--- src/rtl/wb_queue.sv ---
// Writeback queue: buffers completed results and drains one per cycle onto the
// register file write port 1, pc update and cspr update ports, exporting a pending mask.
module wb_queue #(
  parameter int N     = 32,
  parameter int DEPTH = 4
) (
  input  logic                     clk,
  input  logic                     rst_n,
  input  logic                     in_valid,
  output logic                     in_ready,
  input  logic [3:0]               in_address,
  input  logic [N-1:0]             in_data,
  input  logic                     in_cspr_en,
  input  logic [N-1:0]             in_cspr,
  input  logic                     drain_hold,
  input  logic                     flush,
  output logic [3:0]               write_address,
  output logic [N-1:0]             write_data,
  output logic                     write_enable,
  output logic [N-1:0]             pc_update,
  output logic                     pc_write,
  output logic [N-1:0]             cspr_update,
  output logic                     cspr_write,
  output logic [15:0]              busy,
  output logic [$clog2(DEPTH):0]   count
);

  localparam int PW = $clog2(DEPTH);
  localparam int CW = PW + 1;
  localparam logic [CW-1:0] DEPTH_C = CW'(DEPTH);

  logic [3:0]    addr_mem_r    [DEPTH];
  logic [N-1:0]  data_mem_r    [DEPTH];
  logic          cspr_en_mem_r [DEPTH];
  logic [N-1:0]  cspr_mem_r    [DEPTH];

  logic [PW-1:0] wr_ptr_r;
  logic [PW-1:0] rd_ptr_r;
  logic [CW-1:0] count_r;
  logic          push_s;
  logic          pop_s;
  logic [15:0]   busy_s;

  assign in_ready = (count_r < DEPTH_C) && !flush;
  assign push_s   = in_valid && in_ready;
  assign pop_s    = (count_r != {CW{1'b0}}) && !drain_hold && !flush;
  assign count    = count_r;
  assign busy     = busy_s;

  // Entry storage; contents outside the valid window are never observed.
  always_ff @(posedge clk) begin
    if (push_s) begin
      addr_mem_r[wr_ptr_r]    <= in_address;
      data_mem_r[wr_ptr_r]    <= in_data;
      cspr_en_mem_r[wr_ptr_r] <= in_cspr_en;
      cspr_mem_r[wr_ptr_r]    <= in_cspr;
    end
  end

  // Pointers, occupancy and the registered output stage.
  always_ff @(posedge clk or negedge rst_n) begin
    if (!rst_n) begin
      wr_ptr_r      <= {PW{1'b0}};
      rd_ptr_r      <= {PW{1'b0}};
      count_r       <= {CW{1'b0}};
      write_address <= 4'd0;
      write_data    <= {N{1'b0}};
      write_enable  <= 1'b0;
      pc_update     <= {N{1'b0}};
      pc_write      <= 1'b0;
      cspr_update   <= {N{1'b0}};
      cspr_write    <= 1'b0;
    end else begin
      if (push_s) begin
        wr_ptr_r <= wr_ptr_r + PW'(1);
      end
      if (flush) begin
        // A flush never coincides with an accepted push, so wr_ptr_r is stable here.
        count_r      <= {CW{1'b0}};
        rd_ptr_r     <= wr_ptr_r;
        write_enable <= 1'b0;
        pc_write     <= 1'b0;
        cspr_write   <= 1'b0;
      end else begin
        case ({push_s, pop_s})
          2'b10:   count_r <= count_r + CW'(1);
          2'b01:   count_r <= count_r - CW'(1);
          default: count_r <= count_r;
        endcase
        if (pop_s) begin
          rd_ptr_r   <= rd_ptr_r + PW'(1);
          cspr_write <= cspr_en_mem_r[rd_ptr_r];
          if (cspr_en_mem_r[rd_ptr_r]) begin
            cspr_update <= cspr_mem_r[rd_ptr_r];
          end
          if (addr_mem_r[rd_ptr_r] == 4'd15) begin
            pc_write     <= 1'b1;
            pc_update    <= data_mem_r[rd_ptr_r];
            write_enable <= 1'b0;
          end else begin
            pc_write      <= 1'b0;
            write_enable  <= 1'b1;
            write_address <= addr_mem_r[rd_ptr_r];
            write_data    <= data_mem_r[rd_ptr_r];
          end
        end else begin
          write_enable <= 1'b0;
          pc_write     <= 1'b0;
          cspr_write   <= 1'b0;
        end
      end
    end
  end

  // Pending mask: queued entries plus the entry the register file commits this cycle.
  always_comb begin
    busy_s = 16'd0;
    for (int i = 0; i < DEPTH; i++) begin
      logic [PW-1:0] idx;
      idx = rd_ptr_r + PW'(i);
      if (CW'(i) < count_r) begin
        busy_s = busy_s | (16'd1 << addr_mem_r[idx]);
      end else begin
        busy_s = busy_s;
      end
    end
    if (write_enable) begin
      busy_s = busy_s | (16'd1 << write_address);
    end else begin
      busy_s = busy_s;
    end
    if (pc_write) begin
      busy_s[15] = 1'b1;
    end else begin
      busy_s = busy_s;
    end
  end

endmodule

--- config.mk ---
export PLATFORM = sky130hd
export DESIGN_NAME = wb_queue
export DESIGN_NICKNAME = d
export VERILOG_FILES = /design/src/rtl/wb_queue.sv
export SDC_FILE = /design/constraint.sdc
export NUM_CORES = 1
export LEC_CHECK = 0
export ABC_AREA = 1
export CORE_ASPECT_RATIO = 1.2
export CORE_MARGIN = 5
export CORE_UTILIZATION = 57
export CTS_BUF_LIST = sky130_fd_sc_hd__clkbuf_4 sky130_fd_sc_hd__clkbuf_8
export DETAILED_ROUTE_END_ITERATION = 8
export PLACE_DENSITY = 0.89
export SLEW_MARGIN = 20
export SYNTH_ARGS = -nofsm -noshare
export SYNTH_HDL_FRONTEND = slang
export SYNTH_SLANG_ARGS = --single-unit
--- constraint.sdc ---
create_clock -name clk -period 4.8 [get_ports clk]
set_input_delay 0.72 -clock clk [delete_from_list [all_inputs] [get_ports clk]]
set_output_delay 0.72 -clock clk [all_outputs]
set_load 0.005 [all_outputs]
After elaboration in Yosys (flattened, before gate mapping)
Memory sizes are Yosys's and may differ from the RTL's. A register that Yosys moved wholly into a read port is not among the register bits.
Index checks and enable logic that the tools add are counted.
{"block": "word_totals", "memories": 4, "word_cells": 71, "input_bits": 74, "regBits": 78, "ram_bits": 276, "output_inout_bits": 123}
{"block": "classes", "bitwise_logic": 6, "add_sub_neg": 6, "n_eq_ne": 3, "n_reduce_logical": 13, "n_mux": 20, "shift": 5, "order_cmp": 5}
{"memory": "cspr_mem_r", "words": 4, "width": 32, "rd": 1, "rd_ports_with_merged_regs": 1, "write_ports": 1, "line_no": "35", "source": "logic [N-1:0] cspr_mem_r [DEPTH];"}
{"memory": "data_mem_r", "words": 4, "width": 32, "rd": 1, "rd_ports_with_merged_regs": 0, "write_ports": 1, "line_no": "33", "source": "logic [N-1:0] data_mem_r [DEPTH];"}
{"memory": "addr_mem_r", "words": 4, "width": 4, "rd": 4, "rd_ports_with_merged_regs": 0, "write_ports": 1, "line_no": "32", "source": "logic [3:0] addr_mem_r [DEPTH];"}
{"memory": "cspr_en_mem_r", "words": 4, "width": 1, "rd": 1, "rd_ports_with_merged_regs": 0, "write_ports": 1, "line_no": "34", "source": "logic cspr_en_mem_r [DEPTH];"}
{"op": "two-way mux 16 bit", "count": 5}
{"op": "<< shifter 1 x 4 -> 16 bit, first input constant", "count": 5}
{"op": "bitwise OR 16 bit", "count": 4}
{"op": "two-way mux 1 bit", "count": 11}
{"op": "AND reduction 3 bit", "count": 3}
{"op": "< comparator 1 x 3 -> 1 bit, first input constant", "count": 2}
{"op": "< comparator 2 x 3 -> 1 bit, first input constant", "count": 2}
{"op": "one-hot mux 3 bit (2 select lines)", "count": 1}
{"op": "nonzero test 3 bit", "count": 2}
{"op": "adder 2 x 1 -> 2 bit, second input constant", "count": 2}
{"op": "adder 2 bit, second input constant", "count": 2}
{"op": "equality test 4 bit, second input constant", "count": 1}
{"op": "logical AND 1 bit", "count": 4}
{"op": "two-way mux 2 bit", "count": 2}
{"op": "adder 3 x 1 -> 3 bit, second input constant", "count": 1}
{"op": "zero test 1 bit", "count": 3}
{"op": "< comparator 3 bit, second input constant", "count": 1}
{"op": "two-way mux 3 bit", "count": 1}
{"op": "subtractor 3 x 1 -> 3 bit, second input constant", "count": 1}
{"op": "equality test 2 x 1 -> 1 bit, second input constant", "count": 1}
{"op": "equality test 2 bit, second input constant", "count": 1}
{"op": "NOT 1 bit", "count": 2}
{"op": "nonzero test 2 bit", "count": 1}

Longest topological paths before layout
An unclocked memory read counts as a cell.
{"block": "depth", "depth_word": 12, "mapped_depth": 13}

Least setup slack after synthesis
No wires, ideal clock.
{"block": "synth_timing", "kind": "input to register", "from": "in flush", "to": "mem addr_mem_r[0][0] (enable)", "path_stages": 3, "required_ps": 4303, "path_slack_ps": 337, "setup_ps": 497, "t_arrival_ps": 3966, "path_cell_list": "nor2_1 -> nand2_1 -> nor2_1"}
{"block": "synth_via", "elab_chain_len": 5}
{"item": "from (decl)", "line_no": "16", "source": "input logic flush,"}
{"item": "zero test 1 bit", "line_no": "44", "source": "assign in_ready = (count_r < DEPTH_C) && !flush;"}
{"item": "logical AND 1 bit", "line_no": "44"}
{"item": "logical AND 1 bit", "line_no": "45", "source": "assign push_s = in_valid && in_ready;"}
{"item": "two-way mux 1 bit", "line_no": "52", "source": "if (push_s) begin"}
{"item": "two-way mux 1 bit (implied by the code)", "line_no": "53", "source": "addr_mem_r[wr_ptr_r] <= in_address;"}
{"item": "to (decl)", "line_no": "32"}
Every way passes these cells.

Worst setup path after layout
{"block": "layout_timing", "from": "reg rd_ptr_r[1]", "to": "out busy[11]"}
{"block": "layout_via", "elab_chain_len": 11, "elab_cells_between_ends": 17}
{"item": "from (decl)", "line_no": "38", "source": "logic [PW-1:0] rd_ptr_r;"}
{"item": "from (signal assigned)", "line_no": "64", "source": "rd_ptr_r <= {PW{1'b0}};"}
{"item": "from (signal assigned)", "line_no": "80", "source": "rd_ptr_r <= wr_ptr_r;"}
{"item": "from (signal assigned)", "line_no": "91", "source": "rd_ptr_r <= rd_ptr_r + PW'(1);"}
{"item": "adder 2 x 1 -> 2 bit / memory read (4 x 4 bit) (equally long branches)"}
{"item": "memory read (4 x 4 bit) (*)"}
{"item": "<< shifter 1 x 4 -> 16 bit / two-way mux 16 bit (equally long branches)", "line_no": "122, 121"}
{"item": "bitwise OR 16 bit", "line_no": "122", "source": "busy_s = busy_s | (16'd1 << addr_mem_r[idx]);"}
{"item": "two-way mux 16 bit", "line_no": "121", "source": "if (CW'(i) < count_r) begin"}
{"item": "bitwise OR 16 bit", "line_no": "122"}
{"item": "two-way mux 16 bit", "line_no": "121"}
{"item": "bitwise OR 16 bit", "line_no": "122"}
{"item": "two-way mux 16 bit (*)", "line_no": "121"}
{"item": "bitwise OR 16 bit", "line_no": "128", "source": "busy_s = busy_s | (16'd1 << write_address);"}
{"item": "two-way mux 16 bit (*)", "line_no": "127", "source": "if (write_enable) begin"}
{"item": "to (decl)", "line_no": "24", "source": "output logic [15:0] busy,"}
Mark *: on every way between the ends. The rest lies on a longest branch, timed or not.

==> results.cfg <==
[synthesis]
netlist.area_leader.share_pct = 52.6
synth_seq_cells = 386
ys_types = 31
syn_inst = 1444
netlist_top_cells_area = edfxtp_1 (53%), dfrtp_1 (17%), nand2_1 (14%)
yosys.area.top_type = edfxtp_1
syn_nets = 1526
yosysSeqAreaShare_pct = 70.1
avgSynthCellArea_um2 = 10.9
yosysWarnings = 0
syn_area_um2 = 15700

[global_routing]
grt_pass1_vias = 12001
track_usage_pct = 26.7
grt_pass1_wl_mm = 64.6
grt_max_degree = 76
overflow = 0
antenna_found_initial = 6

[pwr]
p_total_mw = 11.7
vdd_drop_max_uv = 418
p_per_area_nw_per_um2 = 609
power.static_leakage_nw = 7.92

[placed_design]
numPortBuffers = 196
place_hpwl_mm = 25.8
dp.cells = 1936
gp_congestion = 0.905
place_ws_ns = 1.46
placed_area_um2 = 18000

[critical_path]
critPathLaunch = rd_ptr_r[1]
r2r_end = write_data[20]
r2r_slack_ns = 1.69
crit_end = busy[11]
critPathLaunchType = register
cp.arrival_ns = 3.22
worstPathRequired_ns = 4.08
end_kind = output port
cp_max_fo = 14
worstReg2RegStart = rd_ptr_r[0]
rr_worst_depth = 10
criticalPathCategory = reg2out

[clock_network]
clock-root-buffer = clkbuf_8
cts_max_level = 2
cts_setup_buffers = 0
clk_latency_ns = 0.59
cts_tree = built
clkTransAtPathRegs_ns = 0.06
cts.sinks = 386
postCtsHoldBufs = 0
cts.repair.resized = 0
numCtsBuffers = 54
clockBufferDepth = 3

[layout]
post-route-util_pct = 70.7
drive_above_1_share_pct = 8.31
final_common_cell = nand2_1
syn2layout_area_growth_pct = 22.1
fillerInstances = 1830
final_cell_mix = nand2_1 (579), edfxtp_1 (276), clkdlybuf4s50_1 (195), nand3_1 (115), dfrtp_1 (110)
final_cells = 2039
nets = 1734
final_area_um2 = 19200

[sta]
finClkSkew_ns = 0.0242
worstMarginPinSlew_ns = 1.09
fin_crit_sh_pct = 82.1
finalCriticalPeriod_ns = 3.94
finalSetupTns_ns = 0
slew_viol_final = 0
maxSlewHeadroom_pct = 27.1
fin_ws_ns = 0.861
max_freq_mhz = 254
hold_viol = 0
rsz0062_at_grt = no
hold-worst-slack_ns = 0.208
setup_viol = 0

[route]
drc = 0
drt_iter0_drc = 901
first_pass_iters = 5
drtAntennaViolNets = 0
vias = 11463
drt-wirelength-per-cell_um = 19.9
via_per_inst = 5.62
wl_mm = 40.6

[floorplan]
die_h_um = 192
die_x_um = 162
core_area_um2 = 27200
placement_rows = 66
ioPinCount = 197
die-area_um2 = 31100
start_util_pct = 57.9

[status]
outcome = completed

[worst_hold_path]
hold_class = in2async

[job]
maxCapViolations = 0
==> per-layer routing <==
| metal | track usage (%) | share of wire (%) |
|---|---|---|
| met2 | 45.3 | 50 |
| met5 | 0 | 0.17 |
| met4 | 10.2 | 3.2 |
| met1 | 33.3 | 39 |
| met3 | 6.83 | 8.3 |
==> state kept, by name, indices dropped and copies added (netlist names) <==
signal / count
wr_ptr_r: 2
cspr_mem_r: 128
data_mem_r: 128
cspr_write: 1
write_data: 32
addr_mem_r: 16
pc_update: 32
rd_ptr_r: 2
write_address: 4
cspr_en_mem_r: 4
write_enable: 1
count: 3
pc_write: 1
cspr_update: 32
==> cells in the mapped netlist <==
library cell	number
dfrtp_1	110
nor2_1	80
o21ai_0	45
buf_6	4
o21ai_2	1
nand3_1	115
nor2_2	1
xnor2_1	2
a21oi_1	4
o21ai_1	2
nor2_4	2
clkbuf_1	31
nor3_1	7
buf_2	11
nand2_1	580
buf_4	9
ha_1	8
nand4_1	6
o221ai_1	2
nand3_4	1
nand2_2	5
edfxtp_1	276
a22oi_1	64
inv_1	55
inv_2	11
a31o_2	1
nand2_4	3
xor2_1	1
nor4_1	2
o22ai_1	2
buf_1	3
==> worst min path at each step <==
| stage | slack, ns | cells past startpoint | end |
|---|---|---|---|
| floorplan | 0.42 | 0 | count[0] |
| global placement | 0.46 | 2 | cspr_update[1] |
| detailed placement | 0.46 | 2 | cspr_update[8] |
| CTS | 0.36 | 1 | pc_update[25] |
| global route | 0.24 | 1 | pc_update[25] |
| finish | 0.21 | 1 | pc_update[25] |
==> cells by family after synthesis <==
group	after synthesis	share of synthesized area, %
simple gates	802	20.6
flops	386	70.1
buf+inv	124	3.45
compound gates	121	4.98
fa+ha+maj	8	0.636
xor+xnor	3	0.167
==> power by group <==
group	switching [mW]	internal, mW
Sequential	0.348	4.21
Clock	1.18	1.58
Combinational	2.67	1.71
==> cell type report <==
type,count,area [um2],share of cell area [%]
inverter,66,248,1.29
sequential,386,11000,57.5
antenna,2,5.00,0.0260
clock buffer,87,1030,5.38
clock inverter,14,166,0.866
timing repair buffer,210,2110,11.0
multi-input combinational,934,4190,21.8
tap,340,425,2.21
==> critical path, cell delays in order, from the launching register on <==
cell	delay (ns)
dfrtp_1	0.58
inv_2	0.20
nand2_2	0.13
nand2_1	0.27
nand2_1	0.14
nand2_1	0.06
nor2_1	0.38
nand3_1	0.22
nand3_1	0.14
clkdlybuf4s50_1	0.52
Power figures use the tool's default switching activity.
